==> src/rtl/parking_pkg.sv <==
// Shared types and default sizes for the car-park gate controller.
package parking_pkg;

   localparam int DEF_SLOTS            = 8;
   localparam int DEF_SLOT_W           = 3;
   localparam int DEF_CNT_W            = 4;
   localparam int DEF_GATE_OPEN_CYCLES = 4;

   typedef enum logic [1:0] {
      ST_IDLE       = 2'd0,
      ST_ENTRY_OPEN = 2'd1,
      ST_EXIT_OPEN  = 2'd2
   } gate_state_t;

   typedef enum logic {
      SRV_ENTRY = 1'b0,
      SRV_EXIT  = 1'b1
   } served_t;

   // Gate down-counter width; a single open cycle still needs one bit.
   function automatic int gate_cnt_width(input int cycles);
      return (cycles <= 1) ? 1 : $clog2(cycles);
   endfunction

endpackage

==> src/rtl/ones_counter.sv <==
// Population count of a bit vector, used to report the number of parked cars.
module ones_counter #(
   parameter int WIDTH = 8,
   parameter int CNT_W = 4
) (
   input  logic [WIDTH-1:0] data,
   output logic [CNT_W-1:0] count
);

   always_comb begin
      count = '0;
      for (int i = 0; i < WIDTH; i++) begin
         count = count + CNT_W'(data[i]);
      end
   end

endmodule

==> src/rtl/slot_allocator.sv <==
// Priority encoder that finds the lowest-index free slot in the occupancy vector.
module slot_allocator
   import parking_pkg::*;
#(
   parameter int SLOTS  = DEF_SLOTS,
   parameter int SLOT_W = DEF_SLOT_W
) (
   input  logic [SLOTS-1:0]  occupancy,
   output logic              found,
   output logic [SLOT_W-1:0] slot
);

   // Scan downwards so the last hit written is the lowest free index.
   always_comb begin
      found = 1'b0;
      slot  = '0;
      for (int i = SLOTS - 1; i >= 0; i--) begin
         if (!occupancy[i]) begin
            found = 1'b1;
            slot  = SLOT_W'(i);
         end
      end
   end

endmodule

==> src/rtl/parking_gate_controller.sv <==
// Entry/exit gate sequencer with round-robin arbitration and the master occupancy vector.
module parking_gate_controller
   import parking_pkg::*;
#(
   parameter int SLOTS            = DEF_SLOTS,
   parameter int SLOT_W           = DEF_SLOT_W,
   parameter int CNT_W            = DEF_CNT_W,
   parameter int GATE_OPEN_CYCLES = DEF_GATE_OPEN_CYCLES
) (
   input  logic              clk,
   input  logic              rst_n,
   input  logic              entry_req,
   input  logic              exit_req,
   input  logic [SLOT_W-1:0] exit_slot,
   output logic              entry_grant,
   output logic [SLOT_W-1:0] entry_slot,
   output logic              entry_reject,
   output logic              exit_ack,
   output logic              exit_error,
   output logic              gate_in_open,
   output logic              gate_out_open,
   output logic [SLOTS-1:0]  occupancy,
   output logic [CNT_W-1:0]  parked,
   output logic              full
);

   localparam int                GCNT_W    = gate_cnt_width(GATE_OPEN_CYCLES);
   localparam logic [GCNT_W-1:0] GCNT_LOAD = GCNT_W'(GATE_OPEN_CYCLES - 1);

   gate_state_t        state_reg, state_next;
   served_t            last_served_reg, last_served_next;
   logic [GCNT_W-1:0]  gate_cnt_reg, gate_cnt_next;
   logic [SLOTS-1:0]   occupancy_reg, occupancy_next;

   logic               free_found;
   logic [SLOT_W-1:0]  free_slot;
   logic               entry_wins;
   logic               exit_wins;

   slot_allocator #(
      .SLOTS  (SLOTS),
      .SLOT_W (SLOT_W)
   ) u_slot_allocator (
      .occupancy (occupancy_reg),
      .found     (free_found),
      .slot      (free_slot)
   );

   ones_counter #(
      .WIDTH (SLOTS),
      .CNT_W (CNT_W)
   ) u_ones_counter (
      .data  (occupancy_reg),
      .count (parked)
   );

   // On a tie the side that was not served last time goes first.
   assign entry_wins = entry_req && (!exit_req || (last_served_reg == SRV_EXIT));
   assign exit_wins  = exit_req && !entry_wins;

   assign occupancy     = occupancy_reg;
   assign full          = &occupancy_reg;
   assign entry_slot    = free_slot;
   assign gate_in_open  = (state_reg == ST_ENTRY_OPEN);
   assign gate_out_open = (state_reg == ST_EXIT_OPEN);

   always_comb begin
      state_next       = state_reg;
      last_served_next = last_served_reg;
      gate_cnt_next    = gate_cnt_reg;
      occupancy_next   = occupancy_reg;
      entry_grant      = 1'b0;
      entry_reject     = 1'b0;
      exit_ack         = 1'b0;
      exit_error       = 1'b0;

      case (state_reg)
         ST_IDLE: begin
            // Pulses are suppressed while reset is held so no car is admitted in that cycle.
            if (rst_n && entry_wins) begin
               last_served_next = SRV_ENTRY;
               if (!full) begin
                  entry_grant               = 1'b1;
                  occupancy_next[free_slot] = 1'b1;
                  gate_cnt_next             = GCNT_LOAD;
                  state_next                = ST_ENTRY_OPEN;
               end else begin
                  entry_reject = 1'b1;
               end
            end else if (rst_n && exit_wins) begin
               last_served_next = SRV_EXIT;
               if (occupancy_reg[exit_slot]) begin
                  exit_ack                  = 1'b1;
                  occupancy_next[exit_slot] = 1'b0;
                  gate_cnt_next             = GCNT_LOAD;
                  state_next                = ST_EXIT_OPEN;
               end else begin
                  exit_error = 1'b1;
               end
            end
         end
         ST_ENTRY_OPEN, ST_EXIT_OPEN: begin
            if (gate_cnt_reg == '0) begin
               state_next = ST_IDLE;
            end else begin
               gate_cnt_next = gate_cnt_reg - 1'b1;
            end
         end
         default: state_next = ST_IDLE;
      endcase
   end

   always_ff @(posedge clk) begin
      if (!rst_n) begin
         state_reg       <= ST_IDLE;
         last_served_reg <= SRV_EXIT;
         gate_cnt_reg    <= '0;
         occupancy_reg   <= '0;
      end else begin
         state_reg       <= state_next;
         last_served_reg <= last_served_next;
         gate_cnt_reg    <= gate_cnt_next;
         occupancy_reg   <= occupancy_next;
      end
   end

endmodule

==> config.mk <==
export PLATFORM = sky130hd
export DESIGN_NAME = parking_gate_controller
export DESIGN_NICKNAME = d
export VERILOG_FILES = /design/src/rtl/parking_pkg.sv /design/src/rtl/ones_counter.sv /design/src/rtl/slot_allocator.sv /design/src/rtl/parking_gate_controller.sv
export SDC_FILE = /design/constraint.sdc
export NUM_CORES = 1
export LEC_CHECK = 0
export BUFFER_PORTS_ARGS = -buffer_cell sky130_fd_sc_hd__buf_2
export CAP_MARGIN = 20
export CORE_MARGIN = 2
export CORE_UTILIZATION = 45
export CTS_BUF_LIST = sky130_fd_sc_hd__clkbuf_8
export DETAILED_ROUTE_END_ITERATION = 7
export HOLD_SLACK_MARGIN = 0.12
export PLACE_DENSITY = 0.7
export SLEW_MARGIN = 10
export SYNTH_ARGS = -nofsm -noshare
export SYNTH_HDL_FRONTEND = slang
export SYNTH_SLANG_ARGS = --single-unit
==> constraint.sdc <==
create_clock -name clk -period 3.5 [get_ports clk]
set_input_delay 0.525 -clock clk [delete_from_list [all_inputs] [get_ports clk]]
set_output_delay 0.525 -clock clk [all_outputs]
set_load 0.1 [all_outputs]
Word-level counts from Yosys, hierarchy flattened:

Cells that the tools add are included.

* add/sub/neg operators: 8
* magnitude comparators: 4
* equal/unequal tests: 8
* mux-type cells: 46
* bitwise gates (word level): 3
* reduce and logical (&&, ||, !) cells: 20

Operators with widths (count)
* 8-bit 2-to-1 mux: 4
* 4-bit by 1-bit adder with 4-bit output: 6
* 3-bit 2-to-1 mux: 8
* 2-bit 2-to-1 mux: 10
* 1-bit 2-to-1 mux: 19
* 3-bit inequality test (second input constant): 3
* 8-bit AND: 1
* 3-bit by 4-bit less-than comparator with 1-bit output (second input constant): 2
* 8-bit NOT: 1
* 8-bit bitwise OR: 1
* 2-bit one-hot mux with 2 select lines: 2
* 4-bit AND reduction: 2
* 8-bit AND reduction: 1
* 1-bit demux with 3-bit select: 2
* 3-bit by 1-bit >= comparator with 1-bit output (second input constant): 2
* 1-bit logical AND: 6
* 2-bit inequality test (second input constant): 3
* 2-bit nonzero test: 3
* 5-bit AND reduction: 1
* 2-bit logical NOT: 2
* 1-bit binary-select mux with 3-bit select: 1
* 1-bit by 1-bit adder with 2-bit output: 1
* 2-bit by 1-bit equality test with 1-bit output (second input constant): 1
* 2-bit equality test (second input constant): 1
* 5 further kinds: 6

* register bits after elaboration: 13
* bits of input ports: 7
* output and inout bits: 22
* word-level logic and storage cells: 93

Depth between registers and ports, before layout:

Gate-level depths: netlist of the first run.

* word-level depth: 15
* gate-level depth with buffers: 10
* depth with buffers taken out: 10

Cells and area by module:

A second synthesis of the first run with hierarchy kept.

* cells, all modules: 141
* area, all modules: 1136.1 um^2

By module, submodules not included
* parking_gate_controller: instances 1, cells each 101, area an instance 867.1 um^2, sequential area each 260.2 um^2
* ones_counter: instances 1, cells each 24, area an instance 190.2 um^2, sequential area each 0.0 um^2
* slot_allocator: instances 1, cells each 16, area an instance 78.8 um^2, sequential area each 0.0 um^2

Worst setup path after synthesis of the first run:

No wires, ideal clock.

* kind: reg-to-output
* start point: reg occupancy_reg[0] (netlist: occupancy[0])
* end point: out parked[2]
* arrival: 4.738 ns
* slack: -1.763 ns
* stages on the path, launching flop included: 11
* buffers on the path: 0
* path through: dfxtp_1 > inv_1 > ha_1 > inv_1 > fa_1 > fa_1 > inv_1 > fa_1 > inv_1 > fa_1 > xnor2_1

* longest elaborated chain between the ends: 7

Ends and longest elaborated chain
* start: declaration: line parking_gate_controller.sv:33 `logic [SLOTS-1:0] occupancy_reg, occupancy_next;`
* start signal: assignment: line parking_gate_controller.sv:123 `occupancy_reg <= occupancy_next;`
* 1-bit by 1-bit adder with 2-bit output: line ones_counter.sv:13 `count = count + CNT_W'(data[i]);`
* 4-bit by 1-bit adder with 4-bit output (6 in series): line ones_counter.sv:13
* end: declaration: line parking_gate_controller.sv:23 `output logic [CNT_W-1:0] parked,`

No other way between the ends.

Worst setup path after layout of the first run:

* start point: reg occupancy_reg[0] (netlist: occupancy[0])
* end point: out parked[1]

The elaborated chain is that of the path after synthesis.

==> results of run 1 <==
[cell usage after synthesis (2+ instances only)]
cell type                  instances
sky130_fd_sc_hd__buf_2             2
sky130_fd_sc_hd__nor2_1            7
sky130_fd_sc_hd__ha_1              8
sky130_fd_sc_hd__nor3_1            3
sky130_fd_sc_hd__a21oi_1           7
sky130_fd_sc_hd__a31oi_1           4
sky130_fd_sc_hd__a311oi_1          4
sky130_fd_sc_hd__fa_1              4
sky130_fd_sc_hd__a41oi_1           2
sky130_fd_sc_hd__nand4_1           3
sky130_fd_sc_hd__nand2_1          12
sky130_fd_sc_hd__dfxtp_1          13
sky130_fd_sc_hd__inv_1            21
sky130_fd_sc_hd__o21ai_0           2
sky130_fd_sc_hd__mux2i_1           3
sky130_fd_sc_hd__and3_1            2
sky130_fd_sc_hd__nor2b_1           3
sky130_fd_sc_hd__nand2b_1          2
sky130_fd_sc_hd__mux4_2            2
sky130_fd_sc_hd__nand3_1           5
[area by class of cell]
type / count / area, um2
Clock buffer: 3 / 41.3
Clock inverter: 1 / 3.75
Fill cell: 194 / 805
Inverter: 21 / 85.1
Multi-Input combinational cell: 90 / 802
Sequential cell: 13 / 273
Tap cell: 28 / 35.0
Timing Repair Buffer: 33 / 210
[layer usage]
metal / vias to the layer above / track usage, % / part of all wire, %
li1: 526 / - / -
met1: 524 / 28.5 / 43
met2: 46 / 34.4 / 48
met3: 6 / 3.11 / 7.4
met4: 0 / 8.12 / 1.8
met5: - / 0 / 0
[logic make-up (layout without fill, tap and decap cells)]
logic type	after synthesis	count (layout)	share of synthesized area, %
AND/OR/NAND/NOR	42	42	20.0
AO/OA/AOI/OAI	29	29	20.0
XOR/XNOR	1	1	0.807
multiplexers	6	6	8.99
buffers and inverters	25	58	9.56
adder cells (fa/ha/maj)	12	12	16.6
flip-flops	13	13	24.0
[critical path, stage by stage (launching register included)]
cell,delay [ns]
sky130_fd_sc_hd__dfxtp_4,0.36
sky130_fd_sc_hd__inv_4,0.04
sky130_fd_sc_hd__ha_4,0.25
sky130_fd_sc_hd__inv_2,0.03
sky130_fd_sc_hd__fa_1,0.44
sky130_fd_sc_hd__fa_1,0.49
sky130_fd_sc_hd__inv_1,0.05
sky130_fd_sc_hd__fa_2,0.34
sky130_fd_sc_hd__inv_2,0.07
sky130_fd_sc_hd__fa_2,0.43
sky130_fd_sc_hd__clkinvlp_4,0.10
sky130_fd_sc_hd__buf_12,0.16
[what timing repair did]
item                                    4_1_cts  5_1_grt
resized for setup                             6        3
buffers inserted                              0        2
pin swaps                                     2        1
endpoints found under the setup margin        2        2
[per-stage QoR]
stage          hold WS [ns]  setup TNS [ns]
4_1_cts               0.491         -0.0519
6_report              0.488         -0.0372
2_1_floorplan         0.455          -0.492
3_3_place_gp          0.466               0
5_1_grt               0.513          -0.144
3_5_place_dp          0.483               0
[power groups by stage]
stage / Clock (W) / Combinational [W] / Sequential, W
after floorplan: 0 / 0.000392 / 0.000245
after global placement: 0 / 0.000507 / 0.000197
after detailed placement: 0 / 0.000517 / 0.000200
after CTS: 0.000137 / 0.000528 / 0.000198
after global routing: 0.000147 / 0.000574 / 0.000202
final: 0.000137 / 0.000533 / 0.000198
[worst max path at each step]
stage | start | endpoint | slack (ns) | cells past startpoint
6_report | occupancy[0]$_SDFFE_PN0P_ | parked[1] | -0.04 | 11
3_3_place_gp | occupancy[0]$_SDFFE_PN0P_ | parked[1] | 0.15 | 11
4_1_cts | occupancy[0]$_SDFFE_PN0P_ | parked[1] | -0.05 | 11
5_1_grt | occupancy[0]$_SDFFE_PN0P_ | parked[1] | -0.11 | 11
2_1_floorplan | occupancy[0]$_SDFFE_PN0P_ | parked[2] | -0.23 | 10
3_5_place_dp | occupancy[0]$_SDFFE_PN0P_ | parked[1] | 0.14 | 11
==> results_tabular.tex, run 1 <==
\begin{tabular}{lr}
\hline
Metric & Value \\
\hline
\multicolumn{2}{l}{\textbf{Run status}} \\
\quad Outcome & finished with violations \\
\quad Violated checks & negative setup slack \\
\multicolumn{2}{l}{\textbf{Layout}} \\
\quad Diode insertion count for antenna repair & 0 \\
\quad Post-layout nets & 181 \\
\quad Most frequent standard cell in the layout excluding fill and tap cells & sky130\_fd\_sc\_hd\_\_buf\_2 \\
\quad Number of flip-flops in the largest register & 8 \\
\quad Share of cells above drive strength 1 & 39.1\% \\
\quad Layout Utilization & 64.3\% \\
\quad Filler-free cell count of the finished design & 189 \\
\quad Final instance area & 1450 um2 \\
\quad Most frequent cells in the layout & 25 x sky130\_fd\_sc\_hd\_\_buf\_2, 17 x sky130\_fd\_sc\_hd\_\_inv\_1, 12 x sky130\_fd\_sc\_hd\_\_nand2\_1 \\
\quad Area overhead of the layout relative to synthesis & 33.5\% \\
\multicolumn{2}{l}{\textbf{Worst setup path}} \\
\quad Reg-to-reg setup timing slack & 1.47 ns \\
\quad Arrival time worst endpoint & 3.01 ns \\
\quad Required time at the worst-slack endpoint & 2.97 ns \\
\quad Capturing element type of the critical path & output port \\
\quad Reg2reg end & occupancy[6]\$\_SDFFE\_PN0P\_ \\
\quad Critical Path Source Type & register \\
\quad Path type of the worst setup path & reg -> out \\
\quad CP Max Fanout & 4 \\
\quad Critical register-to-register path startpoint & occupancy[0]\$\_SDFFE\_PN0P\_ \\
\quad R2R depth & 7 \\
\multicolumn{2}{l}{\textbf{Synth}} \\
\quad Syn Area/Cell & 8.48 um2 \\
\quad Count of cell types in the netlist & 39 \\
\quad Cell type with the largest total area after synthesis & sky130\_fd\_sc\_hd\_\_dfxtp\_1 \\
\quad Commonest register cell after synthesis & sky130\_fd\_sc\_hd\_\_dfxtp\_1 \\
\quad Async S/R FF share, synth & 0\% \\
\quad Number of flops mapped to enable cells by yosys & 0 \\
\quad Syn\_nets & 147 \\
\quad Total standard cell area after synthesis & 1090 um2 \\
\quad Cell types with the largest area share after synthesis & sky130\_fd\_sc\_hd\_\_dfxtp\_1 24\%, sky130\_fd\_sc\_hd\_\_ha\_1 9.2\%, sky130\_fd\_sc\_hd\_\_fa\_1 7.4\% \\
\quad Number of synthesized register bits & 13 \\
\quad Synthesis warning total & 0 \\
\quad Sequential cell area fraction in the yosys report & 24.0\% \\
\quad Yosys top cell area share & 24.0\% \\
\quad Post-Syn Instances & 128 \\
\multicolumn{2}{l}{\textbf{Pwr}} \\
\quad Combinational share of power & 61.5\% \\
\quad Cell-internal power & 0.000398 W \\
\quad Net switching power of the design & 0.000470 W \\
\quad Fraction of power spent switching nets & 54.2\% \\
\quad Portion of total power attributed to the clock network & 15.7\% \\
\quad PnR Total Power & 0.000868 W \\
\quad Peak ir drop on the vdd network & 442 uV \\
\quad Leakage power of the design & 0.657 nW \\
\quad Part of the power in registers & 22.8\% \\
\quad Cell Pwr Density & 598 nW/um2 \\
\multicolumn{2}{l}{\textbf{Timing}} \\
\quad Final critical-path share of the clock period & 101\% \\
\quad Fmax & 0.283 GHz \\
\quad Final period demand of the worst path & 3.54 ns \\
\quad Setup violation total in the final timing report & 1 \\
\quad Unrepaired setup endpoints after global routing & yes \\
\quad Final hold viol count & 0 \\
\quad Transition at the pin with the smallest max-transition slack & 0.487 ns \\
\quad Clock skew & 0.00686 ns \\
\quad Relative slew slack & 67.7\% \\
\quad Slew Limit Fails & 0 \\
\quad Slack of the critical path & -0.0372 ns \\
\multicolumn{2}{l}{\textbf{Route}} \\
\quad Router iterations before antenna repair & 4 \\
\quad Vias per std cell & 5.83 \\
\quad Residual DRC count & 0 \\
\quad Via Count & 1102 \\
\quad Routed Antenna Nets & 0 \\
\quad Starting DRT DRC Count & 39 \\
\quad Final wirelength & 2670 um \\
\quad DR WL/cell & 14.1 um \\
\multicolumn{2}{l}{\textbf{Die}} \\
\quad Die ar. & 2820 um2 \\
\quad I/O pins & 29 \\
\quad Core area & 2250 um2 \\
\quad Initial cell density of the core & 48.2\% \\
\quad Count of standard-cell rows & 17 \\
\quad Floorplan die height & 53.1 um \\
\quad Die Span X & 53.1 um \\
\multicolumn{2}{l}{\textbf{GRT}} \\
\quad Largest net degree at the start of global routing & 13 \\
\quad Number of antenna violations at the first check in global routing & 0 \\
\quad Global-route usage over all layers & 21.3\% \\
\quad First-pass GRT wire length & 4360 um \\
\quad Global-route congestion overflow total & 0 \\
\quad Vias in the first global route & 985 \\
\multicolumn{2}{l}{\textbf{Clock network}} \\
\quad Source-to-sink clock delay at the later pin of the worst-skew pair & 0.25 ns \\
\quad CTS H-tree depth & 1 \\
\quad CTS tree & yes \\
\quad Clock root buffer master & sky130\_fd\_sc\_hd\_\_clkbuf\_8 \\
\quad Num CTS Buffers & 3 \\
\quad Maximum buffer depth of the clock tree & 2 \\
\quad Hold buffer count at cts & 0 \\
\quad CTS sink cnt & 13 \\
\quad Clock-pin slew of the registers on the worst-case setup and hold paths & 0.06 ns \\
\multicolumn{2}{l}{\textbf{Job}} \\
\quad Maxcap violations & 0 \\
\multicolumn{2}{l}{\textbf{Place}} \\
\quad Post-placement cell area & 1360 um2 \\
\quad Estimated wirelength of the detail-placed design & 2080 um \\
\quad Number of I/O port buffers & 28 \\
\quad Total instance count after detailed placement & 183 \\
\quad RePlAce Congestion & 0.870 \\
\quad Minimum setup slack after placement & 0.139 ns \\
\multicolumn{2}{l}{\textbf{Worst hold path}} \\
\quad Class of the worst hold path & reg -> reg \\
\quad Worst min-delay path startpoint & state\_reg[0]\$\_SDFFE\_PN0P\_ \\
\quad Endpoint of the worst hold path & state\_reg[0]\$\_SDFFE\_PN0P\_ \\
\quad Cell count of the worst hold path & 2 \\
\hline
\end{tabular}
No activity file was read; power rests on OpenSTA's default activity.
==> inputs of run 2 (changes only) <==
Settings changed: PLACE_DENSITY 0.7 to 0.68, SETUP_SLACK_MARGIN set to 0.15.
==> results_tabular.tex, run 2 (synthesis gave the netlist of run 1 again) <==
\begin{tabular}{lr}
\hline
Metric & Value \\
\hline
\multicolumn{2}{l}{\textbf{Clock network}} \\
\quad Clock-pin slew of the registers on the worst-case setup and hold paths & 0.05 ns \\
\quad Num CTS Buffers & 3 \\
\quad Maximum buffer depth of the clock tree & 2 \\
\quad Clock root buffer master & sky130\_fd\_sc\_hd\_\_clkbuf\_8 \\
\quad CTS sink cnt & 13 \\
\quad CTS H-tree depth & 1 \\
\quad CTS tree & yes \\
\quad Source-to-sink clock delay at the later pin of the worst-skew pair & 0.24 ns \\
\multicolumn{2}{l}{\textbf{Timing}} \\
\quad Final period demand of the worst path & 3.57 ns \\
\quad Clock skew & 0.00208 ns \\
\quad Fmax & 0.280 GHz \\
\quad Setup violation total in the final timing report & 1 \\
\quad Final TNS setup & -0.0668 ns \\
\quad Final hold viol count & 0 \\
\quad Final critical-path share of the clock period & 102\% \\
\quad Slack of the critical path & -0.0668 ns \\
\quad Relative slew slack & 67.7\% \\
\quad Unrepaired setup endpoints after global routing & yes \\
\quad Slew Limit Fails & 0 \\
\quad Transition at the pin with the smallest max-transition slack & 0.488 ns \\
\multicolumn{2}{l}{\textbf{Pwr}} \\
\quad Leakage power of the design & 0.671 nW \\
\quad Cell-internal power & 0.000410 W \\
\quad PnR Total Power & 0.000884 W \\
\quad Combinational share of power & 62.6\% \\
\quad Peak ir drop on the vdd network & 358 uV \\
\quad Cell Pwr Density & 591 nW/um2 \\
\quad Fraction of power spent switching nets & 53.7\% \\
\quad Net switching power of the design & 0.000474 W \\
\quad Part of the power in registers & 22.5\% \\
\quad Portion of total power attributed to the clock network & 14.9\% \\
\multicolumn{2}{l}{\textbf{Die}} \\
\quad Count of standard-cell rows & 17 \\
\quad Die Span X & 53.1 um \\
\quad Core area & 2250 um2 \\
\quad Floorplan die height & 53.1 um \\
\quad Initial cell density of the core & 48.2\% \\
\quad I/O pins & 29 \\
\quad Die ar. & 2820 um2 \\
\multicolumn{2}{l}{\textbf{Layout}} \\
\quad Share of cells above drive strength 1 & 42.3\% \\
\quad Diode insertion count for antenna repair & 0 \\
\quad Most frequent cells in the layout & 24 x sky130\_fd\_sc\_hd\_\_buf\_2, 16 x sky130\_fd\_sc\_hd\_\_inv\_1, 12 x sky130\_fd\_sc\_hd\_\_nand2\_1 \\
\quad Area overhead of the layout relative to synthesis & 37.8\% \\
\quad Number of flip-flops in the largest register & 8 \\
\quad Post-layout nets & 183 \\
\quad Most frequent standard cell in the layout excluding fill and tap cells & sky130\_fd\_sc\_hd\_\_buf\_2 \\
\multicolumn{2}{l}{\textbf{Route}} \\
\quad Vias per std cell & 5.77 \\
\quad DR WL/cell & 15.1 um \\
\quad Final wirelength & 2880 um \\
\quad Residual DRC count & 0 \\
\quad Starting DRT DRC Count & 36 \\
\quad Via Count & 1102 \\
\quad Routed Antenna Nets & 0 \\
\quad Router iterations before antenna repair & 4 \\
\multicolumn{2}{l}{\textbf{GRT}} \\
\quad Vias in the first global route & 1010 \\
\quad Global-route usage over all layers & 23.5\% \\
\quad Global-route congestion overflow total & 0 \\
\quad Largest net degree at the start of global routing & 13 \\
\quad Number of antenna violations at the first check in global routing & 0 \\
\quad First-pass GRT wire length & 4750 um \\
\multicolumn{2}{l}{\textbf{Worst setup path}} \\
\quad Peak per-stage delay on the critical path & 0.50 ns \\
\quad Critical Path Source Type & register \\
\quad Required time at the worst-slack endpoint & 2.97 ns \\
\quad Path type of the worst setup path & reg -> out \\
\quad Capturing element type of the critical path & output port \\
\quad Crit-path cells & inv\_4, ha\_4, inv\_2, fa\_1, fa\_1, inv\_2, fa\_2, inv\_2, fa\_2, clkinvlp\_4, buf\_12 \\
\quad Arrival time worst endpoint & 3.04 ns \\
\quad Cell occurring most often along the worst timing path & sky130\_fd\_sc\_hd\_\_inv\_2 \\
\quad CP Max Fanout & 2 \\
\quad CP max-delay cell & sky130\_fd\_sc\_hd\_\_fa\_1 \\
\quad Reg-to-reg setup timing slack & 1.50 ns \\
\multicolumn{2}{l}{\textbf{Place}} \\
\quad Number of I/O port buffers & 28 \\
\quad Estimated wirelength of the detail-placed design & 2200 um \\
\quad RePlAce Congestion & 0.879 \\
\multicolumn{2}{l}{\textbf{Worst hold path}} \\
\quad Class of the worst hold path & reg -> reg \\
\multicolumn{2}{l}{\textbf{Run status}} \\
\quad Outcome & finished with violations \\
\quad Violated checks & negative setup slack \\
\multicolumn{2}{l}{\textbf{Job}} \\
\quad Maxcap violations & 0 \\
\hline
\end{tabular}
## run 2: power by group through the flow
stage	clock [W]	sequential, W	combinational [W]
finish	0.000132	0.000199	0.000553
global route	0.000145	0.000202	0.000598
CTS	0.000134	0.000198	0.000546
detailed placement	0	0.000205	0.000511
global placement	0	0.000202	0.000497
floorplan	0	0.000245	0.000393
## run 2: timing repair
action                                  in CTS  in global routing
hold buffers                                 0                  0
cloned                                       0                  0
setup buffers                                3                  2
gates resized for setup                      9                  6
endpoints found under the setup margin       4                  3
pin swaps                                    2                  4
## run 2: path summary, 6_finish.rpt
check                             from                         to  cells after the start
min          state_reg[0]$_SDFFE_PN0P_  state_reg[0]$_SDFFE_PN0P_                      2
max          occupancy[1]$_SDFFE_PN0P_                  parked[1]                     11
max reg2reg  occupancy[0]$_SDFFE_PN0P_  occupancy[3]$_SDFFE_PN0P_                      7
min reg2reg  state_reg[0]$_SDFFE_PN0P_  state_reg[0]$_SDFFE_PN0P_                      2
## run 2: critical path: cells and delay by family (launching register included)
kind	cells	cell delay, ns
fa+ha+maj	5	2.00
flops	1	0.36
buf+inv	6	0.43
## run 2: final cells by class
class	count	area, um2
multi-input combinational	90	815
fill	210	758
sequential	13	274
timing repair buffer	35	240
inverter	21	87.6
clock buffer	3	41.3
tap	28	35.0
clock inverter	1	3.75
## run 2: layer usage
layer	vias up	track usage [%]	share of wire, %	wire length (um)
met5	-	0	0	0
met4	0	8.12	1.8	53
met3	6	5.37	7.0	201
met2	43	36.0	47	1340
met1	521	32.3	45	1280
li1	532	-	-	-
## run 2: through the flow
step	std cells	setup WS (ns)	utilization, %	hold slack (ns)	instance area (um2)
2_1_floorplan	128	-0.231	-	0.455	1170
3_3_place_gp	182	0.0962	60.4	0.468	1360
3_5_place_dp	182	0.0529	60.4	0.484	1360
4_1_cts	189	-0.0441	64.7	0.492	1460
5_1_grt	191	-0.141	66.4	0.525	1500
6_report	191	-0.0668	66.4	0.485	1500
